File: src/rtl/sram_port_arbiter.sv
// rtl/sram_port_arbiter.sv - shares one SRAM-like port between instruction and data requesters
// Data requests win; a starvation counter forces an inst grant after STARVE_LIMIT data grants.
module sram_port_arbiter #(
  parameter int ADDR_W       = 32,
  parameter int DATA_W       = 32,
  parameter int STARVE_LIMIT = 4
) (
  input  logic                clk,
  input  logic                rst,
  input  logic                inst_req,
  input  logic [ADDR_W-1:0]   inst_addr,
  output logic                inst_addr_ok,
  output logic                inst_data_ok,
  output logic [DATA_W-1:0]   inst_rdata,
  input  logic                data_req,
  input  logic                data_wr,
  input  logic [1:0]          data_size,
  input  logic [DATA_W/8-1:0] data_wstrb,
  input  logic [ADDR_W-1:0]   data_addr,
  input  logic [DATA_W-1:0]   data_wdata,
  output logic                data_addr_ok,
  output logic                data_data_ok,
  output logic [DATA_W-1:0]   data_rdata,
  output logic                mem_req,
  output logic                mem_wr,
  output logic [1:0]          mem_size,
  output logic [DATA_W/8-1:0] mem_wstrb,
  output logic [ADDR_W-1:0]   mem_addr,
  output logic [DATA_W-1:0]   mem_wdata,
  input  logic                mem_addr_ok,
  input  logic                mem_data_ok,
  input  logic [DATA_W-1:0]   mem_rdata
);

  localparam int STRB_W = DATA_W / 8;
  localparam logic [3:0] LIMIT = 4'(STARVE_LIMIT);

  typedef enum logic [1:0] {IDLE, REQ, WAIT, RESP} state_e;

  state_e              state_q, state_d;
  logic                owner_q, owner_d;
  logic [3:0]          starve_q, starve_d;
  logic                wr_q, wr_d;
  logic [1:0]          size_q, size_d;
  logic [STRB_W-1:0]   wstrb_q, wstrb_d;
  logic [ADDR_W-1:0]   addr_q, addr_d;
  logic [DATA_W-1:0]   wdata_q, wdata_d;
  logic [DATA_W-1:0]   rdata_buf_q, rdata_buf_d;
  logic [DATA_W-1:0]   inst_hold_q, inst_hold_d;
  logic [DATA_W-1:0]   data_hold_q, data_hold_d;
  logic                inst_grant, data_grant;

  assign inst_grant = inst_req && (!data_req || (starve_q == LIMIT));
  assign data_grant = data_req && !inst_grant;

  always_ff @(posedge clk) begin
    if (rst) begin
      state_q     <= IDLE;
      owner_q     <= 1'b0;
      starve_q    <= '0;
      wr_q        <= 1'b0;
      size_q      <= '0;
      wstrb_q     <= '0;
      addr_q      <= '0;
      wdata_q     <= '0;
      rdata_buf_q <= '0;
      inst_hold_q <= '0;
      data_hold_q <= '0;
    end else begin
      state_q     <= state_d;
      owner_q     <= owner_d;
      starve_q    <= starve_d;
      wr_q        <= wr_d;
      size_q      <= size_d;
      wstrb_q     <= wstrb_d;
      addr_q      <= addr_d;
      wdata_q     <= wdata_d;
      rdata_buf_q <= rdata_buf_d;
      inst_hold_q <= inst_hold_d;
      data_hold_q <= data_hold_d;
    end
  end

  always_comb begin
    state_d      = state_q;
    owner_d      = owner_q;
    starve_d     = starve_q;
    wr_d         = wr_q;
    size_d       = size_q;
    wstrb_d      = wstrb_q;
    addr_d       = addr_q;
    wdata_d      = wdata_q;
    rdata_buf_d  = rdata_buf_q;
    inst_hold_d  = inst_hold_q;
    data_hold_d  = data_hold_q;
    inst_addr_ok = 1'b0;
    data_addr_ok = 1'b0;
    inst_data_ok = 1'b0;
    data_data_ok = 1'b0;
    mem_req      = 1'b0;

    // Handshakes are suppressed while rst is high so a dropped transaction never pulses.
    if (!rst) begin
      case (state_q)
        IDLE: begin
          if (inst_grant) begin
            inst_addr_ok = 1'b1;
            owner_d      = 1'b0;
            wr_d         = 1'b0;
            size_d       = 2'd2;
            wstrb_d      = '0;
            addr_d       = inst_addr;
            wdata_d      = '0;
            starve_d     = '0;
            state_d      = REQ;
          end else if (data_grant) begin
            data_addr_ok = 1'b1;
            owner_d      = 1'b1;
            wr_d         = data_wr;
            size_d       = data_size;
            wstrb_d      = data_wstrb;
            addr_d       = data_addr;
            wdata_d      = data_wdata;
            if (!inst_req)
              starve_d = '0;
            else if (starve_q != LIMIT)
              starve_d = starve_q + 4'd1;
            state_d      = REQ;
          end
        end
        REQ: begin
          mem_req = 1'b1;
          if (mem_addr_ok) begin
            if (mem_data_ok) begin
              rdata_buf_d = mem_rdata;
              state_d     = RESP;
            end else begin
              state_d     = WAIT;
            end
          end
        end
        WAIT: begin
          if (mem_data_ok) begin
            rdata_buf_d = mem_rdata;
            state_d     = RESP;
          end
        end
        RESP: begin
          if (owner_q) begin
            data_data_ok = 1'b1;
            data_hold_d  = rdata_buf_q;
          end else begin
            inst_data_ok = 1'b1;
            inst_hold_d  = rdata_buf_q;
          end
          state_d = IDLE;
        end
        default: state_d = IDLE;
      endcase
    end
  end

  // The non-owner sees its previous response, not the current buffer.
  assign inst_rdata = (state_q == RESP && !owner_q) ? rdata_buf_q : inst_hold_q;
  assign data_rdata = (state_q == RESP &&  owner_q) ? rdata_buf_q : data_hold_q;

  assign mem_wr    = wr_q;
  assign mem_size  = size_q;
  assign mem_wstrb = wstrb_q;
  assign mem_addr  = addr_q;
  assign mem_wdata = wdata_q;

endmodule

File: config.mk
export PLATFORM = sky130hd
export DESIGN_NAME = sram_port_arbiter
export DESIGN_NICKNAME = d
export VERILOG_FILES = /design/src/rtl/sram_port_arbiter.sv
export SDC_FILE = /design/constraint.sdc
export NUM_CORES = 1
export LEC_CHECK = 0
export BUFFER_PORTS_ARGS = -buffer_cell sky130_fd_sc_hd__buf_2
export CORE_ASPECT_RATIO = 1.25
export CORE_MARGIN = 2
export CORE_UTILIZATION = 44
export DETAILED_ROUTE_END_ITERATION = 8
export GPL_ROUTABILITY_DRIVEN = 0
export HOLD_SLACK_MARGIN = 0.15
export MAX_ROUTING_LAYER = met4
export PLACE_DENSITY = 0.76
export SLEW_MARGIN = 20
export SYNTH_ARGS = -nofsm -noshare
export SYNTH_HDL_FRONTEND = slang
export SYNTH_SLANG_ARGS = --single-unit
File: constraint.sdc
create_clock -name clk -period 1.6 [get_ports clk]
set_input_delay 0.08 -clock clk [delete_from_list [all_inputs] [get_ports clk]]
set_output_delay 0.08 -clock clk [all_outputs]
set_load 0.02 [all_outputs]
Word-level counts from Yosys, hierarchy flattened
Index checks and enable logic that the tools add are counted.

Output and inout bits: 140. Bits in registers: 174. Word-level logic and storage cells: 81. Input bits: 141.

Mux-type cells: 42. Reductions and logical operators: 17. Add/subtract/negate cells: 1. Bitwise operators: 1. Equal/unequal tests: 9.

Operators by type and width (number): $mux W32 (8); $pmux W32 S2 (1); $mux W4 (6); $mux W1 (20); $mux W2 (6); $pmux W2 S4 (1); $reduce_and A2 Y1 (4); $reduce_and A3 Y1 (2); $add A4 B1 Y4 const B (1); $eq A2 B2 Y1 const B (2); $eq A4 B3 Y1 const B (1); $logic_and A1 B1 Y1 (4); $ne A2 B2 Y1 const B (2); $ne A4 B3 Y1 const B (1); $reduce_bool A2 Y1 (2); $logic_not A1 Y1 (3); $ne A3 B1 Y1 const B (1); $ne A3 B3 Y1 const B (1); $eq A2 B1 Y1 const B (1); $logic_not A2 Y1 (1); $logic_or A1 B1 Y1 (1); $not A1 Y1 (1).

Longest topological paths before layout
Depth in word-level cells: 9. Mapped depth: 8. Gate-level depth less buffers: 5.

Worst setup path before layout
Ideal clock, no wire load.

Path type: register -> output. Start point: register starve_q[0]. End point: output port data_addr_ok. Path slack: -186 ps. Arrival time: 1706 ps. Data required time: 1520 ps. Cell stages (with the launch flop): 8. Path buffers: 2. Cells stage by stage: dfxtp_1 inv_1 ha_1 nand4b_1 buf_2 buf_2 nand2_1 nor3b_1.

Longest elaborated chain between the ends: 9.

RTL lines: start, declared (line 42) `logic [3:0] starve_q, starve_d;`; start signal, assigned (line 72) `starve_q <= starve_d;`; $eq A4 B3 Y1 * (line 53) `assign inst_grant = inst_req && (!data_req || (starve_q == LIMIT));`; $logic_or A1 B1 Y1 * (line 53); $logic_and A1 B1 Y1 * (line 53); $logic_not A1 Y1 (line 54) `assign data_grant = data_req && !inst_grant;`; $logic_and A1 B1 Y1 (line 54); $mux W1 (line 116) `end else if (data_grant) begin`; $mux W1 * (line 106) `if (inst_grant) begin`; $mux W1 * (line 104) `case (state_q)`; $mux W1 * (line 103) `if (!rst) begin`; end, declared (line 21) `output logic data_addr_ok,`.

Mark *: on every way between the ends. The rest lies on a longest branch, timed or not.

Worst setup path after layout
Start point: register state_q[1]. End point: output port data_rdata[1].

Longest elaborated chain between the ends: 3.

RTL lines: start, declared (line 40) `state_e state_q, state_d;`; start signal, assigned (line 70) `state_q <= state_d;`; $eq A2 B2 Y1 (line 165) `assign data_rdata = (state_q == RESP && owner_q) ? rdata_buf_q : data_hold_q;`; $logic_and A1 B1 Y1 (line 165); $mux W32 (line 165); end, declared (line 23) `output logic [DATA_W-1:0] data_rdata,`.

No other way between the ends.

==> impl_metrics.env <==
export IMPL_viasPerCell=5.56
export IMPL_critPathArrivalTime_ps=1810
export IMPL_die_height_um=147
export IMPL_path_cells="ha_4 > nand2_4 > clkbuf_16 > mux2_2 > buf_2"
export IMPL_htree_num_levels=4
export IMPL_wl_um=25600
export IMPL_nets=1283
export IMPL_utilization_pct=71.7
export IMPL_dp_cells=1187
export IMPL_grt_pass1_wl_um=38800
export IMPL_overflow=0
export IMPL_fp_row_count=52
export IMPL_core_area_sq_um=16100
export IMPL_critPathKind="reg2out"
export IMPL_crit_family="flip-flops"
export IMPL_dp_hpwl_um=13600
export IMPL_switchingPower_w=0.00539
export IMPL_fillers=1130
export IMPL_clockBufferDepth=2
export IMPL_violations="setup timing"
export IMPL_worstMarginPinSlew_ps=395
export IMPL_total_power_w=0.0150
export IMPL_syn_cell_area_sq_um=7190
export IMPL_drive_gt1_share_pct=41.8
export IMPL_switching_share_pct=35.9
export IMPL_syn_avg_cell_area_sq_um=9.72
export IMPL_grt_start_max_net_pins=100
export IMPL_crit_required_ps=1520
export IMPL_fmax_mhz=530
export IMPL_ant_nets=0
export IMPL_fin_crit_ps=1890
export IMPL_tritoncts="built"
export IMPL_slew_violations=0
export IMPL_synth_distinct_cells=36
export IMPL_wl_per_cell_um=18.7
export IMPL_numCtsBuffers=17
export IMPL_power_density_nw_per_um2=1300
export IMPL_syn_to_final_growth_pct=60.2
export IMPL_clock_sinks=174
export IMPL_hold_ws_ps=153
export IMPL_power_frac_comb_pct=35.3
export IMPL_seq_power_share_pct=35.9
export IMPL_finalSetupViolations=85
export IMPL_track_usage_pct=28.5
export IMPL_cap_violations=0
export IMPL_holdCritPathClass="in2reg"
export IMPL_dieArea_sq_um=17400
export IMPL_insertion_delay_ps=420
export IMPL_internal_power_w=0.00963
export IMPL_yosys_warnings=0
export IMPL_period_share_pct=118
export IMPL_synthCells=740
export IMPL_instances_no_fill=1365
export IMPL_ys_top_cells_by_area="dfxtp_1 48%, mux2_2 10%, and2_1 5.7%"
export IMPL_rsz0062_at_grt="yes"
export IMPL_ys_ff_latch=174
export IMPL_p_leak_nw=5.23
export IMPL_status="finished, violations left"
export IMPL_yosys_area_top_type="dfxtp_1"
export IMPL_synth_top_area_share_pct=48.4
export IMPL_cp_slowest_stage_delay_ps=360
export IMPL_crit_buf_inv=2
export IMPL_fin_ws_ps=-288
export IMPL_p_clk_share_pct=28.8
export IMPL_die_x_um=118
export IMPL_hold_violations=0
export IMPL_path_clk_slew_ps=70
export IMPL_vias=7596
export IMPL_finClkSkew_ps=11.5
export IMPL_ioPinCount=281
export IMPL_syn_nets=888
export IMPL_cts_root_buf="clkbuf_16"
export IMPL_first_pass_iters=5
export IMPL_worstSetupStartpointType="register"
export IMPL_drc_errors=0
export IMPL_drtIter0Drc=551
export IMPL_vdd_drop_max_mv=0.804
export IMPL_end_kind="primary output"
export IMPL_grt_pass1_vias=7695
export IMPL_seq_area_frac_synth_pct=48.4
export IMPL_numPortBuffers=280
export IMPL_crit_slowest_cell="dfxtp_4"
export IMPL_path_max_fanout=6
export IMPL_max_slew_margin_pct=73.7
export IMPL_antenna_found_initial=1
export IMPL_start_util_pct=44.7
==> power by group through the flow <==
stage / Combinational [W] / Sequential [W] / Clock (W)
2_1_floorplan: 0.00219 / 0.00591 / 0
3_3_place_gp: 0.00443 / 0.00538 / 0
3_5_place_dp: 0.00449 / 0.00539 / 0
4_1_cts: 0.00494 / 0.00534 / 0.00437
5_1_grt: 0.00566 / 0.00545 / 0.00456
6_report: 0.00531 / 0.00539 / 0.00432
==> synthesized netlist by cell type (all sizes together) <==
cell,count
nand3,35
a211oi,32
mux2,65
and4b,32
o31a,1
a2111oi,1
nand4bb,1
nor4b,1
nand2b,2
nand2,7
inv,5
clkbuf,44
buf,35
and2,65
o21a,2
nor3,32
a31oi,2
nor2b,4
o221a,1
nor3b,2
dfxtp,174
o32ai,1
clkinv,1
o21ai,66
nor2,41
or3,1
ha,7
mux2i,1
a21oi,34
nand3b,2
and3,2
nand4b,2
a32oi,39
==> worst min-delay path, cell delays in order <==
cell and delay, ps:
buf_2 120, buf_12 210, nor2_1 120
==> cell usage in the layout (no fill, tap or decap), types with 12 or more instances in the layout <==
cell / count
buf_2: 266
dfxtp_1: 170
dlygate4sd3_1: 137
and2_1: 64
o21ai_0: 64
mux2_2: 57
nor2_1: 41
a32oi_1: 36
nand3_1: 35
a21oi_1: 34
and4b_1: 32
a211oi_2: 21
clkbuf_16: 19
buf_4: 18
nor3_2: 17
buf_6: 16
nor3_1: 15
buf_12: 12
==> registers in the layout, indices dropped and copies added, names as in the netlist <==
register,flops
data_hold_q,32
inst_hold_q,32
mem_addr,32
mem_wdata,32
rdata_buf_q,32
mem_wstrb,4
starve_q,4
mem_size,2
state_q,2
mem_wr,1
owner_q,1
==> through the flow <==
stage / TNS (ps) / setup WS, ps / area (sq um)
2_1_floorplan: -397 / -14.7 / 7200
3_3_place_gp: 0 / 49.5 / 8930
3_5_place_dp: -138 / -54.4 / 8930
4_1_cts: -17060 / -306 / 11200
5_1_grt: -23680 / -335 / 11500
6_report: -16970 / -288 / 11500
==> logic make-up after synthesis <==
kind of cell | after synthesis | share of synthesized area (%)
AND/OR/NAND/NOR | 229 | 19.0
buffers and inverters | 85 | 5.06
adder cells (fa/ha/maj) | 7 | 1.22
multiplexers | 66 | 10.3
flip-flops | 174 | 48.4
AO/OA/AOI/OAI | 179 | 16.0
==> worst paths after layout <==
kind / start / to / slack, ps / cells past startpoint
worst min-delay path: rst / mem_wdata[8] / 150 / 3
worst min register to register: mem_wdata[26] / mem_wdata[26] / 490 / 2
worst max register to register: state_q[1] / rdata_buf_q[16] / -60 / 6
worst max-delay path: state_q[1] / data_rdata[1] / -290 / 5
==> timing repair <==
item | in CTS | in global routing
setup buffers | 6 | 1
endpoints found under the setup margin | 99 | 151
hold buffers | 137 | 0
pin swaps | 3 | 7
gates resized for setup | 57 | 57
endpoints found under the hold margin | 105 | 0
gates cloned | 2 | 2
==> layout make-up <==
type | instances | area (sq um) | share of cell area [%]
Clock inverter | 14 | 181 | 1.58
Clock buffer | 18 | 429 | 3.73
Tap cell | 216 | 270 | 2.35
Timing Repair Buffer | 455 | 3410 | 29.6
Inverter | 6 | 22.5 | 0.196
Sequential cell | 174 | 3490 | 30.3
Antenna cell | 1 | 2.50 | 0.0217
Multi-Input combinational cell | 481 | 3710 | 32.3
==> layer usage <==
layer | share of wire, % | global-route usage [%] | vias up | wire [um]
met5 | 0 | - | - | 0
li1 | - | - | 3485 | -
met4 | 4.1 | 14.7 | 0 | 1040
met2 | 53 | 49.2 | 399 | 13500
met3 | 6.2 | 5.51 | 89 | 1580
met1 | 37 | 31.0 | 3623 | 9510
Power figures use the tool's default switching activity.
